File: src/rtl/wb_lsu_master.sv
// Wishbone B4 classic-cycle load/store master: one bus transaction per core request,
// with lane steering, load extension and a single error response path.
module wb_lsu_master #(
    parameter int unsigned READ_DELAY     = 1,
    parameter int unsigned TIMEOUT_CYCLES = 255
) (
    input  logic        clk,
    input  logic        reset_n,
    input  logic        req_valid_i,
    output logic        req_ready_o,
    input  logic        req_we_i,
    input  logic [31:0] req_addr_i,
    input  logic [1:0]  req_size_i,
    input  logic        req_unsigned_i,
    input  logic [31:0] req_wdata_i,
    output logic        resp_valid_o,
    output logic [31:0] resp_rdata_o,
    output logic        resp_err_o,
    output logic        cyc_o,
    output logic        stb_o,
    output logic        we_o,
    output logic [31:0] adr_o,
    output logic [3:0]  sel_o,
    output logic [31:0] dat_o,
    input  logic [31:0] dat_i,
    input  logic        ack_i,
    input  logic        err_i
);

    localparam int unsigned TMO_W = (TIMEOUT_CYCLES > 1) ? $clog2(TIMEOUT_CYCLES) : 1;
    localparam logic [TMO_W-1:0] TMO_LAST =
        TMO_W'((TIMEOUT_CYCLES == 0) ? 0 : TIMEOUT_CYCLES - 1);

    typedef enum logic [1:0] {
        IDLE      = 2'd0,
        WAIT_ACK  = 2'd1,
        WAIT_DATA = 2'd2,
        RESP      = 2'd3
    } state_e;

    state_e             state_q, state_d;
    logic               we_q, we_d;
    logic [1:0]         off_q, off_d;
    logic [1:0]         size_q, size_d;
    logic               uns_q, uns_d;
    logic               err_q, err_d;
    logic [31:0]        rword_q, rword_d;
    logic [TMO_W-1:0]   tmo_q, tmo_d;
    logic               ready_q, ready_d;
    logic               cyc_q, cyc_d;
    logic               bus_we_q, bus_we_d;
    logic [31:0]        adr_q, adr_d;
    logic [3:0]         sel_q, sel_d;
    logic [31:0]        dat_q, dat_d;
    logic               rvalid_q, rvalid_d;
    logic [31:0]        rdata_q, rdata_d;
    logic               rerr_q, rerr_d;

    // Size 3 is never legal; half and word must be naturally aligned.
    function automatic logic is_misaligned(input logic [1:0] size, input logic [1:0] off);
        case (size)
            2'd0:    is_misaligned = 1'b0;
            2'd1:    is_misaligned = off[0];
            2'd2:    is_misaligned = |off;
            default: is_misaligned = 1'b1;
        endcase
    endfunction

    function automatic logic [3:0] lane_sel(input logic [1:0] size, input logic [1:0] off);
        case (size)
            2'd0:    lane_sel = 4'b0001 << off;
            2'd1:    lane_sel = off[1] ? 4'b1100 : 4'b0011;
            default: lane_sel = 4'b1111;
        endcase
    endfunction

    function automatic logic [31:0] lane_wdata(input logic [1:0] size, input logic [31:0] wdata);
        case (size)
            2'd0:    lane_wdata = {4{wdata[7:0]}};
            2'd1:    lane_wdata = {2{wdata[15:0]}};
            default: lane_wdata = wdata;
        endcase
    endfunction

    // Pick the addressed lane out of the bus word and extend it to 32 bits.
    function automatic logic [31:0] load_extend(input logic [31:0] word, input logic [1:0] off,
                                                input logic [1:0] size, input logic uns);
        logic [7:0]  b;
        logic [15:0] h;
        b = word[{off, 3'b000} +: 8];
        h = word[{off[1], 4'b0000} +: 16];
        case (size)
            2'd0:    load_extend = uns ? {24'b0, b} : {{24{b[7]}}, b};
            2'd1:    load_extend = uns ? {16'b0, h} : {{16{h[15]}}, h};
            default: load_extend = word;
        endcase
    endfunction

    always_ff @(posedge clk or negedge reset_n) begin
        if (!reset_n) begin
            state_q  <= IDLE;
            we_q     <= 1'b0;
            off_q    <= 2'd0;
            size_q   <= 2'd0;
            uns_q    <= 1'b0;
            err_q    <= 1'b0;
            rword_q  <= 32'd0;
            tmo_q    <= '0;
            ready_q  <= 1'b1;
            cyc_q    <= 1'b0;
            bus_we_q <= 1'b0;
            adr_q    <= 32'd0;
            sel_q    <= 4'd0;
            dat_q    <= 32'd0;
            rvalid_q <= 1'b0;
            rdata_q  <= 32'd0;
            rerr_q   <= 1'b0;
        end else begin
            state_q  <= state_d;
            we_q     <= we_d;
            off_q    <= off_d;
            size_q   <= size_d;
            uns_q    <= uns_d;
            err_q    <= err_d;
            rword_q  <= rword_d;
            tmo_q    <= tmo_d;
            ready_q  <= ready_d;
            cyc_q    <= cyc_d;
            bus_we_q <= bus_we_d;
            adr_q    <= adr_d;
            sel_q    <= sel_d;
            dat_q    <= dat_d;
            rvalid_q <= rvalid_d;
            rdata_q  <= rdata_d;
            rerr_q   <= rerr_d;
        end
    end

    always_comb begin
        state_d  = state_q;
        we_d     = we_q;
        off_d    = off_q;
        size_d   = size_q;
        uns_d    = uns_q;
        err_d    = err_q;
        rword_d  = rword_q;
        tmo_d    = tmo_q;
        cyc_d    = cyc_q;
        bus_we_d = bus_we_q;
        adr_d    = adr_q;
        sel_d    = sel_q;
        dat_d    = dat_q;
        rvalid_d = 1'b0;
        rdata_d  = rdata_q;
        rerr_d   = rerr_q;

        case (state_q)
            IDLE: begin
                if (req_valid_i) begin
                    we_d   = req_we_i;
                    off_d  = req_addr_i[1:0];
                    size_d = req_size_i;
                    uns_d  = req_unsigned_i;
                    if (is_misaligned(req_size_i, req_addr_i[1:0])) begin
                        err_d   = 1'b1;
                        state_d = RESP;
                    end else begin
                        err_d    = 1'b0;
                        tmo_d    = '0;
                        cyc_d    = 1'b1;
                        bus_we_d = req_we_i;
                        adr_d    = {req_addr_i[31:2], 2'b00};
                        sel_d    = lane_sel(req_size_i, req_addr_i[1:0]);
                        dat_d    = lane_wdata(req_size_i, req_wdata_i);
                        state_d  = WAIT_ACK;
                    end
                end
            end
            WAIT_ACK: begin
                // err_i wins over a simultaneous ack_i
                if (err_i) begin
                    err_d   = 1'b1;
                    cyc_d   = 1'b0;
                    state_d = RESP;
                end else if (ack_i) begin
                    cyc_d = 1'b0;
                    if (we_q) begin
                        state_d = RESP;
                    end else if (READ_DELAY == 0) begin
                        rword_d = dat_i;
                        state_d = RESP;
                    end else begin
                        state_d = WAIT_DATA;
                    end
                end else if ((TIMEOUT_CYCLES != 0) && (tmo_q == TMO_LAST)) begin
                    err_d   = 1'b1;
                    cyc_d   = 1'b0;
                    state_d = RESP;
                end else begin
                    tmo_d = tmo_q + TMO_W'(1);
                end
            end
            WAIT_DATA: begin
                rword_d = dat_i;
                state_d = RESP;
            end
            RESP: begin
                rvalid_d = 1'b1;
                rerr_d   = err_q;
                rdata_d  = (err_q || we_q) ? 32'd0 : load_extend(rword_q, off_q, size_q, uns_q);
                state_d  = IDLE;
            end
            default: state_d = IDLE;
        endcase

        ready_d = (state_d == IDLE);
    end

    assign req_ready_o  = ready_q;
    assign cyc_o        = cyc_q;
    assign stb_o        = cyc_q;
    assign we_o         = bus_we_q;
    assign adr_o        = adr_q;
    assign sel_o        = sel_q;
    assign dat_o        = dat_q;
    assign resp_valid_o = rvalid_q;
    assign resp_rdata_o = rdata_q;
    assign resp_err_o   = rerr_q;

endmodule
File: config.mk
export PLATFORM = sky130hd
export DESIGN_NAME = wb_lsu_master
export DESIGN_NICKNAME = d
export VERILOG_FILES = /design/src/rtl/wb_lsu_master.sv
export SDC_FILE = /design/constraint.sdc
export NUM_CORES = 1
export LEC_CHECK = 0
export CAP_MARGIN = 10
export CORE_UTILIZATION = 35
export CTS_CLUSTER_DIAMETER = 30
export DETAILED_ROUTE_END_ITERATION = 6
export PLACE_DENSITY = 0.67
export SYNTH_ARGS = -nofsm -noshare
export SYNTH_HDL_FRONTEND = slang
export SYNTH_SLANG_ARGS = --single-unit
File: constraint.sdc
create_clock -name clk -period 1.5 [get_ports clk]
set_input_delay 0.15 -clock clk [delete_from_list [all_inputs] [get_ports clk]]
set_output_delay 0.15 -clock clk [all_outputs]
set_load 0.02 [all_outputs]
After elaboration in Yosys (flattened, before gate mapping)
Cells that the tools add are included.

Register bits after elaboration: 152. Input bits: 105. Output and inout port bits: 106. Logic and storage cells: 85.

$add $sub $neg: 1. Equal/unequal tests: 15. Shifts and indexed selects: 3. Multiplexer cells: 36. Bitwise operators: 1. Reductions and logical operators: 12.

Operator list (count): $pmux W32 S2 (2); $mux W32 (3); $mux W8 (5); $shiftx A32 B6 Y16 (1); $shiftx A32 B6 Y8 (1); $pmux W8 S2 (1); $mux W1 (14); $mux W2 (5); $ne A2 B2 Y1 const B (5); $add A8 B1 Y8 const B (1); $eq A8 B8 Y1 const B (1); $logic_not A2 Y1 (4); $pmux W2 S4 (1); $pmux W4 S2 (1); $reduce_and A4 Y1 (2); $eq A2 B1 Y1 const B (3); $eq A2 B2 Y1 const B (3); $ne A3 B3 Y1 const B (2); $reduce_and A6 Y1 (1); $mux W4 (1); $ne A4 B4 Y1 const B (1); $pmux W1 S2 (2); $shl A1 B2 Y4 const A (1); $pmux W1 S3 (1); 6 further kinds (6).

Logic depth before layout (Yosys ltp)
Gate-level depths: netlist (run 1).

Depth after elaboration: 8. Gate-level depth with buffers: 7. Gate-level depth less buffers: 6.

Worst setup path after synthesis (run 1)
Ideal clock, no wire load.

Path type: reg-to-reg. Start point: reg state_q[0]. End point: reg sel_q[0] (netlist: sel_o[0]). Setup time: 0.122 ns. Arrival time: 1.476 ns. Data required time: 1.378 ns. Setup slack: -0.097 ns. Stages on the path, launching flop included: 6. Path buffers: 2. Clock period less this slack: 1.597 ns. Cells stage by stage: dfrtp_1 -> buf_6 -> or3b_1 -> buf_2 -> a211o_1 -> a32o_1.

Word-level cells in the longest chain between the ends: 2.

Ends and longest elaborated chain: start: declaration (RTL line 41) `state_e state_q, state_d;`; start signal: assignment (RTL line 119) `state_q <= state_d;`; $logic_not A2 Y1 (RTL line 157) `case (state_q)`; $reduce_and A3 Y1 (no line); end signal: assignment (RTL line 131) `sel_q <= sel_d;`; end: declaration (RTL line 53) `logic [3:0] sel_q, sel_d;`.

Every way passes these cells. A chain may end at the register's enable or synchronous reset.

Final worst setup path (run 1)
Start point: reg state_q[1]. End point: reg tmo_q[3].

Word-level cells in the longest chain between the ends: 3. Elaborated cells on any way between the ends: 10. Classes of those cells: eq/ne: 6; mux: 1; reduce/logical: 3.

Ends and longest elaborated chain: $eq A2 B1 Y1 / $logic_not A2 Y1 (equally long branches) (RTL line 157); $ne A2 B2 Y1 (no line) / $reduce_bool A2 Y1 (equally long branches); $reduce_and A6 Y1 (no line); end signal: assignment (RTL line 126) `tmo_q <= tmo_d;`; end: declaration (RTL line 48) `logic [TMO_W-1:0] tmo_q, tmo_d;`.

Several ways; a longest one is shown, not always the timed one.

==> results of run 1 <==
[metrics by stage]
step,power [mW],TNS [ns],std cells,utilization
finish,22.33,-7.039,1154,0.5911
global route,23.55,-12.08,1154,0.5911
CTS,20.96,-2.107,1145,0.5551
detailed placement,16.74,-18.34,1090,0.5035
global placement,16.57,-14.22,1090,0.5035
floorplan,12.04,-0.3185,634,-
[state kept, by name, summed over array words and instances (netlist names)]
| register | cells |
|---|---|
| dat_o | 32 |
| resp_rdata_o | 32 |
| rword_q | 32 |
| adr_o | 30 |
| tmo_q | 8 |
| sel_o | 4 |
| off_q | 2 |
| size_q | 2 |
| state_q | 2 |
| cyc_o | 1 |
| err_q | 1 |
| req_ready_o | 1 |
| resp_err_o | 1 |
| resp_valid_o | 1 |
| uns_q | 1 |
| we_o | 1 |
| we_q | 1 |
[per-layer routing]
| metal | share of wire | track usage |
|---|---|---|
| met1 | 0.41 | 0.2710 |
| met2 | 0.48 | 0.3378 |
| met3 | 0.084 | 0.07473 |
| met4 | 0.023 | 0.06922 |
| met5 | 0 | 0 |
[cell usage after synthesis (3+ instances only)]
master / count
sky130_fd_sc_hd__nand2b_1: 6
sky130_fd_sc_hd__buf_4: 4
sky130_fd_sc_hd__a21oi_1: 13
sky130_fd_sc_hd__nor3_1: 3
sky130_fd_sc_hd__o21ai_0: 52
sky130_fd_sc_hd__a222oi_1: 7
sky130_fd_sc_hd__mux2i_1: 28
sky130_fd_sc_hd__dfrtp_1: 151
sky130_fd_sc_hd__a211oi_1: 7
sky130_fd_sc_hd__nor2b_1: 4
sky130_fd_sc_hd__o211ai_1: 3
sky130_fd_sc_hd__buf_2: 23
sky130_fd_sc_hd__buf_6: 4
sky130_fd_sc_hd__a221o_1: 16
sky130_fd_sc_hd__clkbuf_1: 13
sky130_fd_sc_hd__o21ai_1: 8
sky130_fd_sc_hd__nand3_1: 6
sky130_fd_sc_hd__inv_1: 6
sky130_fd_sc_hd__nand2_1: 178
sky130_fd_sc_hd__xor2_1: 3
sky130_fd_sc_hd__nor2_1: 15
sky130_fd_sc_hd__mux2_2: 39
[logic make-up after synthesis]
family | Yosys count | share of synthesized area
AOI/OAI and AO/OA | 122 | 0.1197
xor gates and xnor gates | 4 | 0.005211
adders and majority gates | 2 | 0.003721
buffers and inverters | 53 | 0.04094
DFF | 152 | 0.5659
muxes | 68 | 0.1103
other | 1 | 0.0005577
and+or+nand+nor | 231 | 0.1537
[what timing repair did]
item / in CTS / in global routing
hold buffers: 1 / 0
pin swaps: 62 / 62
endpoints found under the hold margin: 147 / 0
gates resized for setup: 211 / 144
gates cloned: 8 / 10
endpoints found under the setup margin: 211 / 139
setup buffers: 15 / 4
[power groups by stage]
stage          logic [mW]  clock network (mW)  registers (mW)
5_1_grt              11.5                4.43            7.64
3_3_place_gp         9.32                   0            7.25
4_1_cts              9.45                4.23            7.28
3_5_place_dp         9.45                   0            7.28
2_1_floorplan        3.51                   0            8.53
6_report             10.7                4.17            7.43
[layout make-up]
| cell class | instances | area (um2) |
|---|---|---|
| clock buffers | 18 | 439.2 |
| repair buffers | 297 | 3080 |
| inverters | 6 | 22.52 |
| multi-input cells | 433 | 3322 |
| clock inverters | 14 | 127.6 |
| fillers | 1547 | 7674 |
| well taps | 234 | 292.8 |
| flip-flops and latches | 152 | 3810 |
[path summary, 6_finish.rpt]
kind / endpoint / slack [ns] / cells after the start
setup / recovery: tmo_q[3]$_DFFE_PN0P_ / -0.12 / 6
hold / removal: resp_rdata_o[11]$_DFFE_PN0P_ / 0.18 / 2
setup reg to reg: tmo_q[3]$_DFFE_PN0P_ / -0.12 / 6
hold reg to reg: adr_o[3]$_DFFE_PN0P_ / 0.46 / 2
max in group asynchronous: req_ready_o$_DFF_PN1_ / 0.74 / 3
min in group clk: adr_o[12]$_DFFE_PN0P_ / 0.25 / 3
==> metrics.txt, run 1 <==
placed cell areas=9450 um2; growth of design area from synthesis to finish=65.00%; number of storage elements in the synthesis netlist=152; Synth area leaders=sky130_fd_sc_hd__dfrtp_1, sky130_fd_sc_hd__nand2_1, sky130_fd_sc_hd__mux2_2; std cell rows=50; remaining max-slew budget at the tightest pin=0.6274; Post-synth EDFFs=0; Primary FF master, synth=sky130_fd_sc_hd__dfrtp_1; initial core utilization=0.3583; power per standard cell area=2013 nW/um2; height of the chip=140.6 um; Sw Pwr=8.892 mW; commonest cells after routing, fill and taps aside=sky130_fd_sc_hd__dfrtp_1, sky130_fd_sc_hd__clkdlybuf4s50_1, sky130_fd_sc_hd__dlygate4sd2_1; Final WS setup=-0.1196 ns; Core Region=18,770 um2; VDD IR max=1133 uV; max-cap violation count=0; maximum cell stage delay along the critical path=0.41 ns; net count reported at finish=1,014; TritonCTS Sinks=152; Mapped Avg Cell Area=10.62 um2; Worst Path Required=1.84 ns; cells along the critical path=buf_6, nor4b_4, nand4_1, buf_4, or2_0, a21oi_1; Worst Tran Pin Value=0.5584 ns; Worst Path Class, Setup=flip-flop to flip-flop; Post-DRT Antenna Nets=0; largest net degree at the start of global routing=48; final routed wirelength across all metal layers=22,040 um; Worst Path Buf+Inv=2; fraction of layout cells with a size suffix above 1=0.3130; internal power component=13.44 mW; violations in the final reports=setup timing; IO Pins=211; ant diodes=0; minimum clock period after layout=1.620 ns; Critical Path Slowest Stage Cell=sky130_fd_sc_hd__dfrtp_1; element type at the critical path end=flip-flop; post-route clock skew=0.01133 ns; setup repair after global routing missed its margin=true; startpoint type of the worst setup path=flip-flop; most frequent standard cell in the layout excluding fill and tap cells=sky130_fd_sc_hd__dfrtp_1; overall die area=19,770 um2; period utilisation layout=1.080; first-pass GRT wire length=32,370 um; Static Leakage=5.441 nW; clock-pin slew on the worst setup and hold paths=0.07 ns; largest area contributor in the synthesized netlist=sky130_fd_sc_hd__dfrtp_1; number of input and output port buffers inserted=208; Detail Placement HPWL=13,530 um; cell at the root of the clock tree=sky130_fd_sc_hd__clkbuf_16; detailed-router iteration count before antenna repair=5; initial antenna violation count=0; final RePlAce weighted congestion=0.8118; Fmax achieved=617.4 MHz; worst slack at placement=-0.2932 ns; worst skew pair latency=0.43 ns; Final Hold Vio Count=0; kind of cell adding the most delay to the critical path=simple AND/OR/NAND/NOR gates; number of vias per cell=5.190; count of unique library cells instantiated by Yosys=58; buffers from clock root to sink, at most=2; CTS tree=done; Clock power frac=0.187; Critical Path Start=state_q[1]$_DFF_PN0_; number of standard cells after synthesis=633; source of the worst register-to-register timing path=state_q[1]$_DFF_PN0_; yosys warns=0; average detailed-routed wire length per instance=19.10 um; Async S/R FF share, synth=1.000; total vias in the final route=5,989; Switching Share=0.3982; signal arrival time at the worst endpoint=1.96 ns; residual DRC count=0; post-synth design cell area=6724 um2; Hold Slack=0.1809 ns; GRT Util Overall=0.2127; Gate power share=0.481; horizontal die dimension=140.6 um; clock buffer count from CTS=17; total of endpoints with negative setup slack in the final report=116; result of the run=complete, but fails checks; via count of the first global-routing pass=5,856; CTS H-tree lvls=4; Min-Delay Path Class=input pin to asynchronous set/reset pin; post-synth top area share=0.5620; final cell area excluding filler cells=11,090 um2; proportion of synthesized chip area in sequential cells=0.5659; register share of total power=0.333; Detailed Route Iter0 Violations=330; Max FO, Critical Path=3; final-report max-slew violation count=0; GRT Residual Overflow=0
(Power assumes the default switching activity.)
==> run 2, diff against run 1 <==
--- a/config.mk
+++ b/config.mk
@@ -6,10 +6,13 @@
 export NUM_CORES = 1
 export LEC_CHECK = 0
 export CAP_MARGIN = 10
-export CORE_UTILIZATION = 35
+export CELL_PAD_IN_SITES_DETAIL_PLACEMENT = 0
+export CELL_PAD_IN_SITES_GLOBAL_PLACEMENT = 2
+export CORE_UTILIZATION = 26
 export CTS_CLUSTER_DIAMETER = 30
+export CTS_CLUSTER_SIZE = 30
 export DETAILED_ROUTE_END_ITERATION = 6
-export PLACE_DENSITY = 0.67
+export PLACE_DENSITY = 0.79
 export SYNTH_ARGS = -nofsm -noshare
 export SYNTH_HDL_FRONTEND = slang
 export SYNTH_SLANG_ARGS = --single-unit
==> run 2 against run 1 <==
Compared with the run above:
- critical path depth down 1
- maximum frequency is 3.9% lower
- sequential share of layout area rose by 0.50 points
- design area down 1.5%
- worst hold slack lost 0.085 ns
- highest routed layer is now met5
- critical path type unchanged
- the run still ends with setup timing left
- clock skew decreased by 0.00099 ns
- first-iteration DRC count up 3.3%
- register-to-register slack got worse by 0.07 ns
==> metrics.txt, run 2 (synthesis gave the netlist of run 1 again) <==
result of the run=complete, but fails checks; violations in the final reports=setup timing; placed cell areas=9585 um2 (+1.4%); grt met2 use=0.2520 (-0.08575); most frequent standard cell in the layout excluding fill and tap cells=sky130_fd_sc_hd__nand2_1; met1 capacity usage during global routing=0.2210 (-0.05008); final-report max-slew violation count=0 (unchanged); GRT Util Overall=0.1657 (-0.04706); residual DRC count=0 (unchanged); height of the chip=162.8 um (+16%); met3 Usage GRT=0.05551 (-0.01922); Gate power share=0.459 (-0.022); placed cell count=1,193 (+9.4%); post-route clock skew=0.01034 ns (-0.0009863 ns); Detailed Route Iter0 Violations=341 (+3.3%); element type at the critical path end=flip-flop; largest net degree at the start of global routing=45 (-6.3%); internal power component=13.61 mW (+1.3%); max-cap violation count=0 (unchanged); number of vias per cell=4.568 (-12%); number of input and output port buffers inserted=208 (unchanged); minimum clock period after layout=1.686 ns (+0.06624 ns); Worst Path Required=1.81 ns (-0.03 ns); register share of total power=0.329 (-0.004); Static Leakage=5.241 nW (-3.7%); Sw Pwr=8.498 mW (-4.4%); Switching Share=0.3844 (-0.01385); power per standard cell area=2022 nW/um2 (+0.48%); Post-DRT Antenna Nets=0 (unchanged); initial antenna violation count=1 (+1); growth of design area from synthesis to finish=62.58%; final RePlAce weighted congestion=0.7708 (-5.1%); signal arrival time at the worst endpoint=2.00 ns (+0.04 ns); clock-pin slew on the worst setup and hold paths=0.07 ns (about the same); CTS tree=done; Final Hold Vio Count=0 (unchanged); Core Region=25,250 um2 (+35%); first-pass GRT wire length=33,420 um (+3.2%); total of endpoints with negative setup slack in the final report=134 (+16%); via count of the first global-routing pass=5,858 (+0.034%); area of combinational cells with multiple inputs=2884 um2 (-13%); Clock power frac=0.212 (+0.025); worst skew pair latency=0.43 ns (about the same); cell at the root of the clock tree=sky130_fd_sc_hd__clkbuf_16; Register Area=3809 um2 (about the same); final cell area excluding filler cells=10,930 um2 (-1.5%); clock buffer count from CTS=17 (unchanged); Worst Tran Pin Value=0.5335 ns (-0.02486 ns); horizontal die dimension=162.8 um (+16%); Detail Placement HPWL=14,740 um (+8.9%); IO Pins=211 (unchanged); Max FO, Critical Path=4 (+1); total vias in the final route=5,746 (-4.1%); Final WS setup=-0.1858 ns (-0.06624 ns); CTS H-tree lvls=4 (unchanged); Worst Path Class, Setup=flip-flop to flip-flop; overall power after layout=22.11 mW (-0.99%); VDD IR max=764.0 uV (-33%); Fmax achieved=593.2 MHz (-3.9%); setup repair after global routing missed its margin=true; GRT Residual Overflow=0 (unchanged); fraction of layout cells with a size suffix above 1=0.2295 (-0.08352); Min-Delay Path Class=input pin to asynchronous set/reset pin; detailed-router iteration count before antenna repair=4 (-1); final routed wirelength across all metal layers=21,810 um (-1.0%); std cell rows=58 (+16%); initial core utilization=0.2663 (-0.09202); startpoint type of the worst setup path=flip-flop; overall die area=26,510 um2 (+34%); period utilisation layout=1.124 (+0.04416); net count reported at finish=1,022 (+0.79%); Post-Route Utilization=0.4329 (-0.1583); Cell Count, Final, Fillers Out=1,258 (+9.0%); ant diodes=0 (unchanged); commonest cells after routing, fill and taps aside=sky130_fd_sc_hd__nand2_1, sky130_fd_sc_hd__dfrtp_1, sky130_fd_sc_hd__clkdlybuf4s50_1, sky130_fd_sc_hd__dlygate4sd2_1, sky130_fd_sc_hd__buf_4; # fillers=2,477 (+60%); peak-usage layer in the global routing report=met2; buffers from clock root to sink, at most=2 (unchanged); average detailed-routed wire length per instance=17.34 um (-9.2%); TritonCTS Sinks=152 (unchanged); remaining max-slew budget at the tightest pin=0.6439 (+0.01659)
run 2: cell count changes in the layout (fill, tap and decap cells not counted), moves of 3 or more:
cell                        previous run  this run
sky130_fd_sc_hd__o21ai_0              16        24
sky130_fd_sc_hd__mux2_4               33         8
sky130_fd_sc_hd__nand3_2               3         0
sky130_fd_sc_hd__nand3_1               2         5
sky130_fd_sc_hd__nand2_2              48         2
sky130_fd_sc_hd__o21ai_2               8         0
sky130_fd_sc_hd__mux2_2                6        31
sky130_fd_sc_hd__nand2_1             102       176
sky130_fd_sc_hd__buf_12               13        16
sky130_fd_sc_hd__bufinv_16             0         3
sky130_fd_sc_hd__nand2_4              29         1
sky130_fd_sc_hd__buf_4                46        55
run 2: cell type report:
cell class	instances	area share
multi-input combinational	430	0.2638
sequential	152	0.3484
timing repair buffer	308	0.2901
clock buffer	17	0.03892
clock inverter	15	0.01889
tap	330	0.03777
inverter	6	0.002060
run 2: metal layers:
metal / part of all wire / vias up
met5: 0.00073 / -
met4: 0.014 / 2
met3: 0.078 / 26
met2: 0.46 / 200
met1: 0.45 / 2742
li1: - / 2776
run 2: timing repair:
item | 4_1_cts | 5_1_grt
setup buffers | 12 | 8
cloned | 5 | 7
hold buffers | 1 | 0
resized for setup | 176 | 40
endpoints found under the setup margin | 219 | 143
hold endpoints to repair | 151 | 0
pin swaps | 12 | 20
run 2: metrics by stage:
step | hold slack, ns | setup slack (ns) | TNS [ns]
after floorplan | -0.1456 | -0.05769 | -0.3185
after global placement | -0.03302 | -0.2463 | -19.08
after detailed placement | -0.03240 | -0.3061 | -21.61
after CTS | 0.07824 | -0.1198 | -3.683
after global routing | 0.1028 | -0.2213 | -22.17
final | 0.09536 | -0.1858 | -11.86
run 2: power by group through the flow:
| stage | clock network (mW) | logic [mW] | registers (mW) |
|---|---|---|---|
| detailed placement | 0 | 9.45 | 7.33 |
| floorplan | 0 | 3.51 | 8.53 |
| global placement | 0 | 9.42 | 7.31 |
| global route | 4.98 | 10.9 | 7.51 |
| finish | 4.69 | 10.1 | 7.27 |
| CTS | 4.81 | 9.32 | 7.29 |
run 2: worst paths after layout:
kind,from,endpoint,slack (ns),depth (start not counted)
worst max-delay path,state_q[1]$_DFF_PN0_,sel_o[0]$_DFFE_PN0P_,-0.19,5
worst max register to register,state_q[1]$_DFF_PN0_,sel_o[0]$_DFFE_PN0P_,-0.19,5
max in group asynchronous,reset_n,rword_q[24]$_DFFE_PN0P_,0.83,3
min in group clk,req_addr_i[10],adr_o[10]$_DFFE_PN0P_,0.24,3
worst min-delay path,reset_n,resp_rdata_o[8]$_DFFE_PN0P_,0.1,2
worst min register to register,adr_o[4]$_DFFE_PN0P_,adr_o[4]$_DFFE_PN0P_,0.47,2
run 2: critical path, stage by stage, from the launching register on:
cell,delay [ns]
sky130_fd_sc_hd__dfrtp_2,0.44
sky130_fd_sc_hd__buf_4,0.15
sky130_fd_sc_hd__buf_6,0.10
sky130_fd_sc_hd__or3b_4,0.39
sky130_fd_sc_hd__a211o_1,0.28
sky130_fd_sc_hd__a32o_1,0.21
